<file path="src/rtl/serial_mem_loader.sv">
// -----------------------------------------------------------------------------
// serial_mem_loader
//
// Bit-serial command port for a small word memory. Framed commands arrive one
// bit per clock on sin while frame is high; writes commit a word into the
// array, reads stream the addressed word back out on sout, MSB first.
//
// Frame layout (all fields MSB first, one bit per cycle, frame=1 throughout):
//    write : CMD=1, ADDR[ADDR_W], DATA[WIDTH], PAR
//    read  : CMD=0, ADDR[ADDR_W], PAR
// Parity is even across every frame bit including PAR.
//
// Ports:
//    clock       rising-edge clock for all logic
//    clear       asynchronous active-low reset (FSM to IDLE, memory to 0)
//    sin         serial command bit, sampled while frame=1
//    frame       frame qualifier; dropping it in ADDR/DATA/PAR aborts
//    sout        serial read data, 0 whenever sout_valid=0
//    sout_valid  high on each cycle sout carries a read bit
//    busy        high whenever the FSM is not in IDLE
//    done        one-cycle pulse at the end of each completed command
//    err         error flag of the last completed command
//    dbg_addr    combinational peek address
//    dbg_data    mem[dbg_addr], or 0 when dbg_addr >= DEPTH
//
// state    | meaning
// ---------+------------------------------------------------------------------
// S_IDLE   | waiting; a frame=1 sample captures CMD and clears err
// S_ADDR   | shifting in ADDR_W address bits
// S_DATA   | shifting in WIDTH data bits (writes only)
// S_PAR    | sampling the parity bit
// S_COMMIT | check parity/address, perform write, pulse done unless a good read
// S_SHIFT  | WIDTH cycles of read data, then one done cycle with sout_valid=0
// -----------------------------------------------------------------------------
module serial_mem_loader #(
   parameter int WIDTH  = 3,
   parameter int DEPTH  = 4,
   parameter int ADDR_W = 2
) (
   input  logic              clock,
   input  logic              clear,
   input  logic              sin,
   input  logic              frame,
   output logic              sout,
   output logic              sout_valid,
   output logic              busy,
   output logic              done,
   output logic              err,
   input  logic [ADDR_W-1:0] dbg_addr,
   output logic [WIDTH-1:0]  dbg_data
);

   localparam int MAX_FIELD = (WIDTH > ADDR_W) ? WIDTH : ADDR_W;
   localparam int CNT_W     = $clog2(MAX_FIELD + 1);

   typedef enum logic [2:0] {
      S_IDLE,
      S_ADDR,
      S_DATA,
      S_PAR,
      S_COMMIT,
      S_SHIFT
   } state_t;

   state_t            state;
   state_t            state_nx;

   logic [CNT_W-1:0]  cnt;
   logic              cmd_q;
   logic              par_q;
   logic              err_q;
   logic [ADDR_W-1:0] addr_q;
   logic [WIDTH-1:0]  data_q;
   logic [WIDTH-1:0]  shift_q;
   logic [WIDTH-1:0]  mem [DEPTH];

   logic              addr_ok;
   logic              dbg_ok;
   logic              commit_ok;
   logic              cnt_zero;

   // Range checks only exist when the address space is larger than the array.
   generate
      if ((2 ** ADDR_W) > DEPTH) begin : g_range
         assign addr_ok = (int'(addr_q)   < DEPTH);
         assign dbg_ok  = (int'(dbg_addr) < DEPTH);
      end else begin : g_full
         assign addr_ok = 1'b1;
         assign dbg_ok  = 1'b1;
      end
   endgenerate

   // par_q holds the running XOR of every frame bit; even parity leaves it 0.
   assign commit_ok = !par_q && addr_ok;
   assign cnt_zero  = (cnt == '0);

   // ---------------------------------------------------------------------------
   // State register
   // ---------------------------------------------------------------------------
   always_ff @(posedge clock or negedge clear) begin
      if (!clear) begin
         state <= S_IDLE;
      end else begin
         state <= state_nx;
      end
   end

   // ---------------------------------------------------------------------------
   // Next state and Moore-style outputs
   // ---------------------------------------------------------------------------
   always_comb begin
      state_nx   = state;
      busy       = 1'b1;
      done       = 1'b0;
      sout_valid = 1'b0;
      sout       = 1'b0;
      err        = err_q;

      case (state)
         S_IDLE: begin
            busy = 1'b0;
            if (frame) begin
               state_nx = S_ADDR;
            end
         end

         S_ADDR: begin
            if (!frame) begin
               state_nx = S_IDLE;
            end else if (cnt_zero) begin
               state_nx = cmd_q ? S_DATA : S_PAR;
            end
         end

         S_DATA: begin
            if (!frame) begin
               state_nx = S_IDLE;
            end else if (cnt_zero) begin
               state_nx = S_PAR;
            end
         end

         S_PAR: begin
            state_nx = frame ? S_COMMIT : S_IDLE;
         end

         S_COMMIT: begin
            // err is presented in the same cycle as done so the pair can be
            // sampled together; err_q takes the same value at this edge.
            err = !commit_ok;
            if (cmd_q || !commit_ok) begin
               done     = 1'b1;
               state_nx = S_IDLE;
            end else begin
               state_nx = S_SHIFT;
            end
         end

         S_SHIFT: begin
            if (cnt_zero) begin
               done     = 1'b1;
               state_nx = S_IDLE;
            end else begin
               sout_valid = 1'b1;
               sout       = shift_q[WIDTH-1];
            end
         end

         default: begin
            state_nx = S_IDLE;
         end
      endcase
   end

   // ---------------------------------------------------------------------------
   // Frame datapath: field shift registers, running parity, bit down-counter
   // ---------------------------------------------------------------------------
   always_ff @(posedge clock or negedge clear) begin
      if (!clear) begin
         cnt     <= '0;
         cmd_q   <= 1'b0;
         par_q   <= 1'b0;
         err_q   <= 1'b0;
         addr_q  <= '0;
         data_q  <= '0;
         shift_q <= '0;
      end else begin
         case (state)
            S_IDLE: begin
               if (frame) begin
                  cmd_q <= sin;
                  par_q <= sin;
                  err_q <= 1'b0;
                  cnt   <= CNT_W'(ADDR_W - 1);
               end
            end

            S_ADDR: begin
               if (frame) begin
                  addr_q <= {addr_q[ADDR_W-2:0], sin};
                  par_q  <= par_q ^ sin;
                  if (cnt_zero) begin
                     cnt <= CNT_W'(WIDTH - 1);
                  end else begin
                     cnt <= cnt - CNT_W'(1);
                  end
               end
            end

            S_DATA: begin
               if (frame) begin
                  data_q <= {data_q[WIDTH-2:0], sin};
                  par_q  <= par_q ^ sin;
                  if (!cnt_zero) begin
                     cnt <= cnt - CNT_W'(1);
                  end
               end
            end

            S_PAR: begin
               if (frame) begin
                  par_q <= par_q ^ sin;
               end
            end

            S_COMMIT: begin
               err_q <= !commit_ok;
               if (!cmd_q && commit_ok) begin
                  // WIDTH data cycles plus the trailing done cycle at cnt==0.
                  shift_q <= mem[addr_q];
                  cnt     <= CNT_W'(WIDTH);
               end
            end

            S_SHIFT: begin
               if (!cnt_zero) begin
                  shift_q <= {shift_q[WIDTH-2:0], 1'b0};
                  cnt     <= cnt - CNT_W'(1);
               end
            end

            default: begin
               cnt <= '0;
            end
         endcase
      end
   end

   // ---------------------------------------------------------------------------
   // Word array
   // ---------------------------------------------------------------------------
   always_ff @(posedge clock or negedge clear) begin
      if (!clear) begin
         for (int i = 0; i < DEPTH; i++) begin
            mem[i] <= '0;
         end
      end else if ((state == S_COMMIT) && cmd_q && commit_ok) begin
         mem[addr_q] <= data_q;
      end
   end

   assign dbg_data = dbg_ok ? mem[dbg_addr] : '0;

endmodule

</file>
<file path="config.mk">
export PLATFORM = sky130hd
export DESIGN_NAME = serial_mem_loader
export DESIGN_NICKNAME = d
export VERILOG_FILES = /design/src/rtl/serial_mem_loader.sv
export SDC_FILE = /design/constraint.sdc
export NUM_CORES = 1
export LEC_CHECK = 0
export ABC_CLOCK_PERIOD_IN_PS = 2400
export CAP_MARGIN = 15
export CORE_MARGIN = 1.5
export CORE_UTILIZATION = 48
export DETAILED_ROUTE_END_ITERATION = 8
export GPL_ROUTABILITY_DRIVEN = 0
export PLACE_DENSITY_LB_ADDON = 0.1
export SLEW_MARGIN = 20
export SYNTH_ARGS = -nofsm -noshare
export SYNTH_HDL_FRONTEND = slang
export SYNTH_SLANG_ARGS = --single-unit
</file>
<file path="constraint.sdc">
create_clock -name clock -period 2.4 [get_ports clock]
set_input_delay 0.48 -clock clock [delete_from_list [all_inputs] [get_ports clock]]
set_output_delay 0.48 -clock clock [all_outputs]
set_load 0.02 [all_outputs]
</file>
==> metrics.txt, run 1 <==
status finished, final reports clean; CTS tree done; Post-DRT Antenna Nets 0; Setup Buffers After CTS 0; largest net degree at the start of global routing 29; setup slack, reg-to-reg 0.76 ns; die area 0.003580 mm²; Netlist Area Pre-Place 0.001550 mm²; worst-path cell chain inv_1 > ha_1 > and2b_4 > nor3_2 > dlygate4sd2_1; Final Setup Violations 0; Final Hold Fails 0; via density per instance between 5 and 6; Starting Density between 50% and 60%; Resize count post-CTS 9; Post-synth EDFFs 0; fin crit share a little over nine tenths; Peak Freq 443.4 MHz; P&R area growth vs syn 14.53%; pre-CTS WS -0.2511 ns; drt pass-1 iters 4; Max-slew headroom between 70% and 80%; Arrival @ worst endpoint ~1.8 ns; Final Non-Filler Cells roughly 190; Cells after DPL ~190; critical path required time about 1.9 ns; R2R Path End cnt[0]; Clock Tree Buf Depth 2; Cell Pwr Density 834.7 mW/mm²; FFs w/ async S/R, synth 100.0%; worst slew pin tran 0.4040 ns; first-pass GRT wire length roughly 5300 µm; clock skew after layout 0.008372 ns; Slowest-stage cell, CP dfrtp_1; number of global-route vias before repair around 1,100; Worst Slack Setup Final about 0.14 ns; post-synthesis register bit count 28; layout cells sized above 1 24.32%; syn nets 139; die height approximately 60 µm; type of origin of the critical path flip-flop; initial DRC count 37; Setup crit end kind output pin; slowest stage delay, CP 0.41 ns; critical path's top delay family buffers and inverters; Total Wirelength roughly 3000 µm; core area 0.003053 mm²; Setup CP Type reg -> out; fin crit period roughly 2.3 ns; Die X around 60 µm; synth top area cells dfrtp_1 45%, mux2_1 8.0%, mux2_2 5.8%; Distinct cells, synth 40; Worst R2R Start cnt[0]; Leakage ~0.83 nW; CTS H-tree lvls 1; Sinks on Clock Net 28; Buf/Inv on CP 2; Synth top area share between 40 and 50%; hpwl dp approximately 2300 µm; RSZ-0062 raised after global routing no; critical path peak fanout 4; Slew Limit Fails 0; port bufs 13; Root Driver clkbuf_4; Max Cap Viol 0; Post-route DRC 0; Final nets 157; Antenna Cells 0; Clock transition at path regs ~0.15 ns; post-synthesis sequential area ratio a little under half; Site Rows 20; Clock Latency Late Sink approximately 0.32 ns; Peak supply drop between 300 and 400 µV; Num CTS Buffers 3; Total Routing Usage GR roughly a fifth; initial antenna violation count 0; largest area contributor in the netlist dfrtp_1; main flop type after synthesis dfrtp_1; GRT overflow 0; hold crit path type in -> async; DR WL/cell approximately 16 µm; Cells after Synth 131; Avg Cell Area, Syn roughly 12 µm²; Yosys warning total 0; Post-CTS Hold Fix Bufs 0; R2R cell count 7; io pins 14; Vias 1,057; final core occ roughly 58%
## layout make-up
| class | count | area, µm² |
|---|---|---|
| clock buffer | 4 | 36.28 |
| fill | 291 | 1277 |
| inverter | 4 | 15.01 |
| multi-input combinational | 93 | 799.5 |
| sequential | 28 | 701.9 |
| tap | 44 | 55.05 |
| timing repair buffer | 19 | 167.7 |
## flip-flops by register name, summed over array words and instances, names as in the netlist
| name | cells |
|---|---|
| mem | 12 |
| data_q | 3 |
| shift_q | 3 |
| state | 3 |
| addr_q | 2 |
| cnt | 2 |
| cmd_q | 1 |
| err_q | 1 |
| par_q | 1 |
## report_power, final
| part | switching (mW) | internal (mW) | total, mW |
|---|---|---|---|
| Clock | 0.132 | 0.0927 | 0.225 |
| Sequential | 0.159 | 0.571 | 0.729 |
| Combinational | 0.253 | 0.275 | 0.528 |
## synthesized netlist by cell type, drive strengths merged, types with 3 or more instances
cell type and count:
dfrtp 28, nor3 8, nor2 11, mux4 4, inv 4, nand2 5, o21ai 6, mux2 21
nand2b 4, a21oi 7, mux2i 4, nor2b 3, buf 5
## layer usage
metal	up-vias	global-route usage, %	share of wire (%)
li1	520	-	-
met1	525	27.43	45
met3	2	2.165	2.1
met2	10	33.54	52
met5	-	0	0
met4	0	4.762	0.67
## per-stage QoR
step | hold WS (ns) | cell area [µm²] | total power [mW] | TNS [ns]
floorplan | 0.1844 | 1550 | 1.119 | 0
global placement | 0.4791 | 1745 | 1.265 | -0.6417
detailed placement | 0.4848 | 1745 | 1.278 | -0.6940
CTS | 0.5151 | 1773 | 1.502 | 0
global route | 0.5313 | 1775 | 1.594 | 0
finish | 0.5150 | 1775 | 1.482 | 0
## cells in the final DEF, fill, tap and decap left out, types with 3 or more instances in the layout
| cell | instances |
|---|---|
| nand2b_1 | 3 |
| a21oi_1 | 7 |
| mux2i_1 | 4 |
| o21ai_0 | 4 |
| buf_4 | 6 |
| mux2_1 | 11 |
| mux4_2 | 4 |
| nor2_1 | 9 |
| dlygate4sd2_1 | 8 |
| mux2_2 | 8 |
| inv_1 | 3 |
| clkdlybuf4s50_1 | 4 |
| dfrtp_1 | 27 |
| nor2b_1 | 3 |
| clkbuf_4 | 3 |
| nor3_1 | 5 |
| nand2_1 | 5 |
## cells by family after synthesis
| logic type | share of synthesized area, % |
|---|---|
| AOI/OAI and AO/OA | 10.33 |
| adders and majority gates | 1.614 |
| buffers and inverters | 3.228 |
| DFF | 45.20 |
| muxes | 24.13 |
| and+or+nand+nor | 15.50 |
## how the worst max path moves through the flow
stage                     start     endpoint  cells after the start
global route             cnt[0]         done                      5
finish                   cnt[0]         done                      5
CTS                    state[2]         busy                      3
global placement    dbg_addr[0]  dbg_data[0]                      3
detailed placement  dbg_addr[0]  dbg_data[2]                      3
floorplan                cnt[0]       cnt[0]                      6
(Power assumes the default switching activity.)
==> inputs of run 2 (changes only) <==
--- a/config.mk
+++ b/config.mk
@@ -7,7 +7,6 @@
 export LEC_CHECK = 0
 export ABC_CLOCK_PERIOD_IN_PS = 2400
 export CAP_MARGIN = 15
-export CORE_MARGIN = 1.5
 export CORE_UTILIZATION = 48
 export DETAILED_ROUTE_END_ITERATION = 8
 export GPL_ROUTABILITY_DRIVEN = 0
==> run 2 against run 1 <==
Fmax fell by 0.56%. Die area fell by 3.3%. Design area shrank 1.2%. Worst setup slack lost 0.013 ns. Sequential cell count is the same. Power is 2.6% lower. Critical path depth did not move. First-iteration DRC count up 11%. Largest cell class unchanged.
==> metrics.txt, run 2 (synthesis gave the netlist of run 1 again) <==
status finished, final reports clean; fin crit share a little over nine tenths; most frequent cells in the layout 27 x dfrtp_1, 11 x mux2_1, 9 x nor2_1, 8 x mux2_2, 8 x dlygate4sd2_1; worst slew pin tran 0.4079 ns; Worst R2R Start cnt[0]; Num CTS Buffers 3; DR WL/cell around 16 µm; setup slack, reg-to-reg 0.75 ns; Slew Limit Fails 0; Post-CTS Hold Fix Bufs 0; Starting Density between 50% and 60%; Final Hold Fails 0; Slowest-stage cell, CP dfrtp_1; Buf/Inv on CP 2; type of origin of the critical path flip-flop; Clock Latency Late Sink around 0.32 ns; Root Driver clkbuf_4; R2R Path End cnt[0]; Biggest register mem; die area around 0.0035 mm²; hpwl dp 2266 µm; largest net degree at the start of global routing 29; Critical Path Stages 5; most common cell after layout, fill and taps aside dfrtp_1; Max-slew headroom 72.81%; Setup CP Type reg -> out; Post-route DRC 0; CTS tree done; Final Setup Violations 0; CTS H-tree lvls 1; core area slightly above 0.003 mm²; Sinks on Clock Net 28; R2R cell count 7; P&R area growth vs syn 13.16%; Die X just under 60 µm; final instance area 0.001754 mm²; Antenna Cells 0; Total Wirelength between 2000 and 3000 µm; RSZ-0062 raised after global routing no; Final nets roughly 160; Max Cap Viol 0; initial DRC count 41; CP Capture Point done; Setup crit end kind output pin; critical path peak fanout 4; Area after DPL between 0.0015 and 0.002 mm²; number of global-route vias before repair 1,091; GRT overflow 0; Fin Hold WS 0.5142 ns; first-pass GRT wire length between 5000 and 6000 µm; Total Routing Usage GR 19.95%; Clock Tree Buf Depth 2; max FFs per register 12; layout cells sized above 1 between 20% and 30%; Worst Setup SP cnt[0]; initial antenna violation count 0; clock skew after layout slightly below 0.009 ns; Site Rows 20; Leakage approximately 0.8 nW; Peak Freq ~440 MHz; worst-path cell chain inv_1 > ha_1 > and2b_4 > nor3_2 > dlygate4sd2_1; hold crit path type reg -> reg; Vias between 1,000 and 1,500; fin crit period 2.268 ns; Clock transition at path regs approximately 0.14 ns; drt pass-1 iters 4; via density per instance ~5.5; critical path required time 1.92 ns; Post-DRT Antenna Nets 0; Peak supply drop between 300 and 400 µV; Cell Pwr Density 823.1 mW/mm²; Arrival @ worst endpoint 1.79 ns; port bufs 13; slowest stage delay, CP 0.41 ns; critical path's top delay family buffers and inverters; die height between 50 and 60 µm; io pins 14
run 2: cell count changes in the layout (fill, tap and decap cells not counted), sizes merged:
cell and delta:
buf -1, clkbuf -1
run 2: cell type report:
cell class | count | area (µm²)
fillers | 275 | 1299
multi-input cells | 93 | 799.5
flip-flops and latches | 28 | 701.9
repair buffers | 18 | 160.2
well taps | 44 | 55.05
clock buffers | 3 | 22.52
inverters | 4 | 15.01
run 2: worst min-delay path by stage:
stage / startpoint / endpoint / slack, ns / cells past startpoint
finish: err_q / err_q / 0.51 / 1
global route: err_q / err_q / 0.53 / 1
CTS: clear / par_q / 0.52 / 2
detailed placement: err_q / err_q / 0.49 / 1
global placement: shift_q[2] / shift_q[2] / 0.48 / 2
floorplan: clear / addr_q[0] / 0.18 / 0
run 2: power by group:
group,internal (mW),total [mW],switching [mW]
clock network,0.0587,0.185,0.126
registers,0.571,0.736,0.166
logic,0.268,0.522,0.255
total,0.897,1.44,0.547
run 2: through the flow:
step | utilization (%) | std cells | power [mW] | setup WS, ns | setup TNS [ns]
global placement | 56.93 | 187 | 1.253 | -0.2219 | -0.6479
detailed placement | 56.93 | 187 | 1.276 | -0.2294 | -0.6832
CTS | 57.38 | 190 | 1.460 | 0.01823 | 0
floorplan | - | 131 | 1.119 | 0.6430 | 0
global route | 57.46 | 190 | 1.552 | 0.03861 | 0
finish | 57.46 | 190 | 1.444 | 0.1321 | 0
run 2: metal layers:
| metal | global-route usage, % | vias to the layer above | part of all wire, % |
|---|---|---|---|
| li1 | - | 514 | - |
| met5 | 0 | - | 0 |
| met4 | 5.782 | 0 | 0.67 |
| met3 | 2.857 | 2 | 3.5 |
| met1 | 26.30 | 513 | 45 |
| met2 | 34.25 | 16 | 51 |
run 2: worst reg2reg max path, cell delays in order, from the launching register on:
cell	delay, ns
dfrtp_1	0.38
inv_1	0.09
ha_1	0.22
buf_4	0.15
o21ai_0	0.14
a21oi_1	0.10
nor2_2	0.16
mux2_4	0.31
run 2: timing repair:
item	in CTS	in global routing
endpoints found under the setup margin	8	1
resized for setup	9	1
pin swaps	0	0
setup buffers	0	0
==> inputs of run 3 (changes only) <==
--- a/config.mk
+++ b/config.mk
@@ -10,8 +10,9 @@
 export CORE_UTILIZATION = 48
 export DETAILED_ROUTE_END_ITERATION = 8
 export GPL_ROUTABILITY_DRIVEN = 0
+export MAX_ROUTING_LAYER = met4
 export PLACE_DENSITY_LB_ADDON = 0.1
-export SLEW_MARGIN = 20
+export SLEW_MARGIN = 10
 export SYNTH_ARGS = -nofsm -noshare
 export SYNTH_HDL_FRONTEND = slang
 export SYNTH_SLANG_ARGS = --single-unit
==> run 3 against run 2 <==
Die area unchanged. Clock skew rose by 0.00066 ns. Sequential cell count stayed put. Combinational power about the same. Largest power group unchanged. Critical endpoint unchanged. Via count is 0.96% higher. Register-to-register slack about the same. Highest routed layer unchanged. Design area unchanged. Global-route usage is 0.66 points higher. Power barely moved.
==> metrics.txt, run 3 (synthesis gave the netlist of run 1 again) <==
status finished, final reports clean; R2R Path End cnt[0]; most frequent cells in the layout 27 x dfrtp_1, 11 x mux2_1, 9 x nor2_1, 8 x mux2_2, 8 x dlygate4sd2_1; drt pass-1 iters 4; Sinks on Clock Net 28; Final Hold Fails 0; Final Setup Violations 0; io pins 14; Max-slew headroom between 70% and 80%; layout cells sized above 1 roughly a quarter; number of global-route vias before repair 1,095; CTS tree done; Biggest register mem; Post-DRT Antenna Nets 0; Final nets approximately 160; max FFs per register 12; Final Non-Filler Cells between 150 and 200; final instance area approximately 0.0018 mm²; Die X between 50 and 60 µm; pre-CTS WS -0.2294 ns; Psw 0.5463 mW; Arrival @ worst endpoint around 1.8 ns; Slew Limit Fails 0; setup slack, reg-to-reg 0.75 ns; hold crit path type reg -> reg; die area 0.003461 mm²; Clock Latency Late Sink ~0.32 ns; initial antenna violation count 0; RSZ-0062 raised after global routing no; hold depth 1; Vias about 1,100; P&R area growth vs syn 13.16%; min-delay src err_q; Clock transition at path regs ~0.14 ns; critical path required time ~1.9 ns; worst slew pin tran ~0.41 ns; Peak supply drop about 350 µV; Max Cap Viol 0; initial DRC count 35; port bufs 13; Setup CP Type reg -> out; type of origin of the critical path flip-flop; Worst Slack Setup Final about 0.14 ns; Antenna Cells 0; fin crit share approximately 94%; R2R cell count 7; Total Routing Usage GR 20.61%; GRT overflow 0; Cells after DPL around 190; Total Wirelength 2976 µm; first-pass GRT wire length approximately 5200 µm; Site Rows 20; via density per instance 5.553; Root Driver clkbuf_4; most common cell after layout, fill and taps aside dfrtp_1; critical path peak fanout 4; largest net degree at the start of global routing 29; Cell Int Power 0.8971 mW; core area a little over 0.003 mm²; clock skew after layout roughly 0.0095 ns; CTS H-tree lvls 1; Area after DPL roughly 0.0017 mm²; final core occ 57.46%; switching part of the total ~38%; Post-CTS Hold Fix Bufs 0; fin crit period between 2 and 2.5 ns; Setup Buffers After CTS 0; Hold EP err_q; Worst R2R Start cnt[0]; total negative setup slack 0 ns; Leakage roughly 0.82 nW; Clock Tree Buf Depth 2; Final Power 1.443 mW; Fin Hold WS roughly 0.51 ns; Num CTS Buffers 3; Cell Pwr Density about 820 mW/mm²; sequential power share a little over 50%; Post-route DRC 0; Peak Freq 442.2 MHz; DR WL/cell 15.66 µm; combinational fraction of design power 36.2%; die height 58.83 µm; hpwl dp roughly 2300 µm; share of total power in the clock network 12.8%; Starting Density between 50% and 60%; Setup crit end kind output pin
==> run 3: cell counts in the layout (fill, tap and decap cells not counted) <==
No cell type changed its count.
==> run 3: worst max-delay path by stage <==
stage	startpoint	endpoint
6_report	cnt[0]	done
5_1_grt	cnt[0]	done
4_1_cts	state[0]	busy
3_5_place_dp	dbg_addr[0]	dbg_data[2]
3_3_place_gp	dbg_addr[0]	dbg_data[0]
2_1_floorplan	cnt[0]	cnt[0]
==> run 3: what timing repair did <==
action                     4_1_cts  5_1_grt
resized for setup                9        1
setup endpoints to repair        8        1
hold endpoints to repair         0        0
==> run 3: final cells by class <==
cell class,instances,area (µm²)
inverter,4,15.01
tap,44,55.05
clock buffer,3,22.52
timing repair buffer,18,160.2
sequential,28,701.9
fill,275,1299
multi-input combinational,93,799.5
==> run 3: layer usage <==
metal  share of wire, %  track usage [%]
met4               0.64            5.782
met2                 51            34.09
met1                 45            26.59
met3                3.2            2.857
met5                  0                -
==> run 3: worst max-delay path, cell delays in order, from the launching register on <==
cell,delay (ns)
dfrtp_1,0.41
inv_1,0.12
ha_1,0.19
and2b_4,0.21
nor3_2,0.18
dlygate4sd2_1,0.36
==> run 3: power by group through the flow <==
stage	logic, mW	registers, mW	clock network (mW)
floorplan	0.471	0.648	0
global placement	0.514	0.739	0
detailed placement	0.530	0.747	0
CTS	0.528	0.737	0.195
global route	0.587	0.760	0.207
finish	0.522	0.736	0.185
==> variant 1, RTL diff (config.mk and constraints of run 1) <==
Re-encode `state_t` (6 states) as Gray code, 3 bits wide.
--- a/src/rtl/serial_mem_loader.sv
+++ b/src/rtl/serial_mem_loader.sv
@@ -54,12 +54,12 @@
    localparam int CNT_W     = $clog2(MAX_FIELD + 1);
 
    typedef enum logic [2:0] {
-      S_IDLE,
-      S_ADDR,
-      S_DATA,
-      S_PAR,
-      S_COMMIT,
-      S_SHIFT
+      S_IDLE   = 3'b000,
+      S_ADDR   = 3'b001,
+      S_DATA   = 3'b011,
+      S_PAR    = 3'b010,
+      S_COMMIT = 3'b110,
+      S_SHIFT  = 3'b111
    } state_t;
 
    state_t            state;
Check against the original RTL: no difference found for any inputs over 10 cycles, from zero or initial values; not proved beyond that.
==> variant 1 against run 1 <==
Sequential cell count unchanged; worst setup slack lost 0.062 ns; power increased by 18%; non-clock buffer count grew 5; clock power is 36% higher; first-iteration DRC count grew 22%; count of clock-buffer cells in the layout is 1 lower; largest power group unchanged; highest routed layer unchanged; wire length up 2.8%; die area rose by 2.3%; cell area up 4.7%; area after synthesis grew 2.4%.
==> variant 1: results <==
{
  "outcome": "finished clean",
  "syn_nets": 142,
  "met1_length_mm": 1.496,
  "ir_drop_mv": 0.5374,
  "drtIter0Drc": 45,
  "route.met2.wl_mm": 1.494,
  "tightest_slew_ns": 0.3837,
  "ff2ff_setup_slack_ns": 0.74,
  "synth_compound_area_share_pct": 11.19,
  "synth.avg_cell_area_um2": 11.85,
  "p_leak_nw": 0.8772,
  "synth_adder_area_share_pct": 1.576,
  "grt_pass1_vias": 1140,
  "powerComb_mw": 0.704,
  "dpl_worst_slack_ns": -0.2100,
  "nets": 164,
  "fin_cells": 199,
  "endpoint": "err",
  "cellPowerDensity_nw_per_um2": 942.8,
  "fillers": 254,
  "p_int_mw": 1.112,
  "dpl.hpwl_mm": 2.245,
  "routedWlPerCell_um": 15.50,
  "wl_met3_um": 68,
  "cp_max_fo": 9,
  "reg2reg_from": "state[0]$_DFFE_PN0P_",
  "dp.cells": 193
}
-- variant 1: cell types whose count changed after synthesis, sizes merged, moves of 3 or more --
cell	delta
inv	+3
nor2	-4
a21oi	+4
nor3	-5
nand3	+3
nor3b	+3
-- variant 1: timing repair --
action / in CTS / in global routing
gates resized for setup: 7 / 2
setup endpoints to repair: 7 / 5
buffers inserted: 0 / 2
hold buffers: 0 / 0
-- variant 1: metal layers --
layer  vias to the layer above  track usage (%)
met1                       560            27.11
met3                         2            1.919
li1                        530                -
met4                         0            5.901
met2                        13            32.30
met5                         -                0
-- variant 1: cell type report --
cell class | count | area (um2) | area share (%)
inverters | 7 | 26.28 | 1.414
well taps | 44 | 55.05 | 2.963
multi-input cells | 92 | 809.5 | 43.57
flip-flops and latches | 28 | 703.2 | 37.85
clock buffers | 3 | 22.52 | 1.212
clock inverters | 1 | 30.03 | 1.616
repair buffers | 24 | 211.5 | 11.38
-- variant 1: how the worst min path moves through the flow --
stage	end	slack, ns
CTS	shift_q[0]$_DFFE_PN0P_	0.52
global route	shift_q[0]$_DFFE_PN0P_	0.52
global placement	shift_q[2]$_DFFE_PN0P_	0.50
floorplan	addr_q[0]$_DFFE_PN0P_	0.18
detailed placement	mem[10]$_DFFE_PN0P_	0.52
finish	shift_q[0]$_DFFE_PN0P_	0.51
-- variant 1: critical path: stages (launching register included) --
cell,delay (ns)
dfrtp_2,0.51
nand3b_4,0.13
mux2_2,0.34
clkdlybuf4s50_1,0.53
-- variant 1: kinds of logic (layout without fill, tap and decap cells) --
logic type	count (synthesis)	after routing
buffers and inverters	14	35
AND/OR/NAND/NOR	35	35
flip-flops	28	28
AO/OA/AOI/OAI	27	27
adder cells (fa/ha/maj)	2	2
multiplexers	28	28
==> variant 2, RTL diff (settings of run 1) <==
Without the edit above. The parameter `WIDTH` goes from 3 to 2.
--- a/src/rtl/serial_mem_loader.sv
+++ b/src/rtl/serial_mem_loader.sv
@@ -33,7 +33,7 @@
 // S_SHIFT  | WIDTH cycles of read data, then one done cycle with sout_valid=0
 // -----------------------------------------------------------------------------
 module serial_mem_loader #(
-   parameter int WIDTH  = 3,
+   parameter int WIDTH  = 2,
    parameter int DEPTH  = 4,
    parameter int ADDR_W = 2
 ) (
Interface: changed (resized dbg_data); port bits go from 14 to 13. No check against the original RTL was run, so the function may have changed too.
==> variant 2 against run 1 <==
Area after synthesis shrank 22%; worst setup slack lost 0.087 ns; clock skew shrank 0.0029 ns; critical path depth shrank 2; wire length shrank 19%; global-route usage grew 0.38 points; cell area shrank 20%; power shrank 14%; sequential cell count shrank 6; critical path type is now in2out; critical endpoint is now dbg_data[1]; largest cell class unchanged.
==> variant 2: results <==
{
  "outcome": "finished clean",
  "top_regs": "mem: 8 flops, state: 3 flops",
  "drtIter0Drc": 20,
  "nets": 133,
  "ir_drop_mv": 0.4868,
  "grt_pass1_vias": 844,
  "cts_buffer_depth": 2,
  "dpl.hpwl_mm": 1.799,
  "antenna_found_initial": 0,
  "routedWlPerCell_um": 15.84,
  "cp_max_fo": 2,
  "cts_root_buf": "clkbuf_4",
  "p_leak_nw": 0.6964,
  "clkPwrFrac_pct": 15.9,
  "synth_common_cells": "dfrtp_1, mux2_1, nor2_1",
  "p_int_mw": 0.8067,
  "max_stage_delay_ns": 0.54,
  "fin_worst_skew_ns": 0.005492,
  "grt_max_degree": 23,
  "synth_async_sr_flop_share_pct": 100.0,
  "comb_power_share_pct": 37.9,
  "clock_latency_ns": 0.31,
  "slew_headroom_pct": 74.44,
  "diodes": 0,
  "dpl_worst_slack_ns": -0.1633,
  "firstDrtPassIters": 4,
  "cpMaxStageDelayCell": "clkdlybuf4s50_1",
  "final_layout_size_suffix_gt1_share_pct": 19.35,
  "syn_nets": 114,
  "cp.arrival_ns": 1.86,
  "yosys_warnings": 0,
  "hp-class": "in2async",
  "synth_area_leaders": "dfrtp_1, mux2_1, mux2_2",
  "cts_buffers": 3,
  "clk_pin_slew_worst_paths_ns": 0.12,
  "swShare_pct": 36.93,
  "placed_area_um2": 1395,
  "vias": 878,
  "grt_pass1_wl_mm": 3.974,
  "seq_area_frac_synth_pct": 45.55,
  "cts_max_level": 1,
  "synth_cell_types": 31,
  "grt_util_all_layers_pct": 20.24,
  "port_buffers": 12
}
variant 2: metrics by stage:
step | utilization (%) | cells
global placement | 57.36 | 150
detailed placement | 57.36 | 150
global route | 58.59 | 154
CTS | 58.59 | 154
finish | 58.59 | 154
floorplan | - | 106
variant 2: cell families after synthesis:
logic type,after synthesis,share of synthesized area (%)
and+or+nand+nor,37,16.77
muxes,22,24.33
DFF,22,45.55
AOI/OAI and AO/OA,16,7.867
buffers and inverters,7,3.416
adders and majority gates,2,2.070
variant 2: cell type report:
| type | instances | area, um2 |
|---|---|---|
| fillers | 216 | 1007 |
| multi-input cells | 77 | 616.8 |
| flip-flops and latches | 22 | 551.8 |
| repair buffers | 18 | 157.7 |
| well taps | 30 | 37.54 |
| clock buffers | 4 | 36.28 |
| inverters | 3 | 25.02 |
variant 2: worst paths after layout:
kind	slack (ns)	startpoint	depth (start not counted)	endpoint
max	0.06	dbg_addr[0]	3	dbg_data[1]
min	0.50	clear	2	mem[4]$_DFFE_PN0P_
max reg2reg	0.72	addr_q[0]$_DFFE_PN0P_	3	shift_q[1]$_DFFE_PN0P_
min reg2reg	0.50	shift_q[0]$_DFFE_PN0P_	2	shift_q[0]$_DFFE_PN0P_
max in group asynchronous	1.66	clear	2	state[0]$_DFFE_PN0P_
min in group clock	0.50	shift_q[0]$_DFFE_PN0P_	2	shift_q[0]$_DFFE_PN0P_
variant 2: worst max-delay path: cells and delay by family:
kind / cells / cell delay, ns
buf+inv: 2 / 0.87
mux: 1 / 0.51
variant 2: routing by layer:
metal | global-route usage, % | part of all wire (%)
met3 | 3.672 | 2.7
met2 | 29.79 | 45
met1 | 29.27 | 51
met4 | 8.120 | 0.98
met5 | 0 | 0
variant 2: what timing repair did:
item                                    4_1_cts  5_1_grt
endpoints found under the setup margin        6        0
resized for setup                             7        0
buffers inserted                              0        0
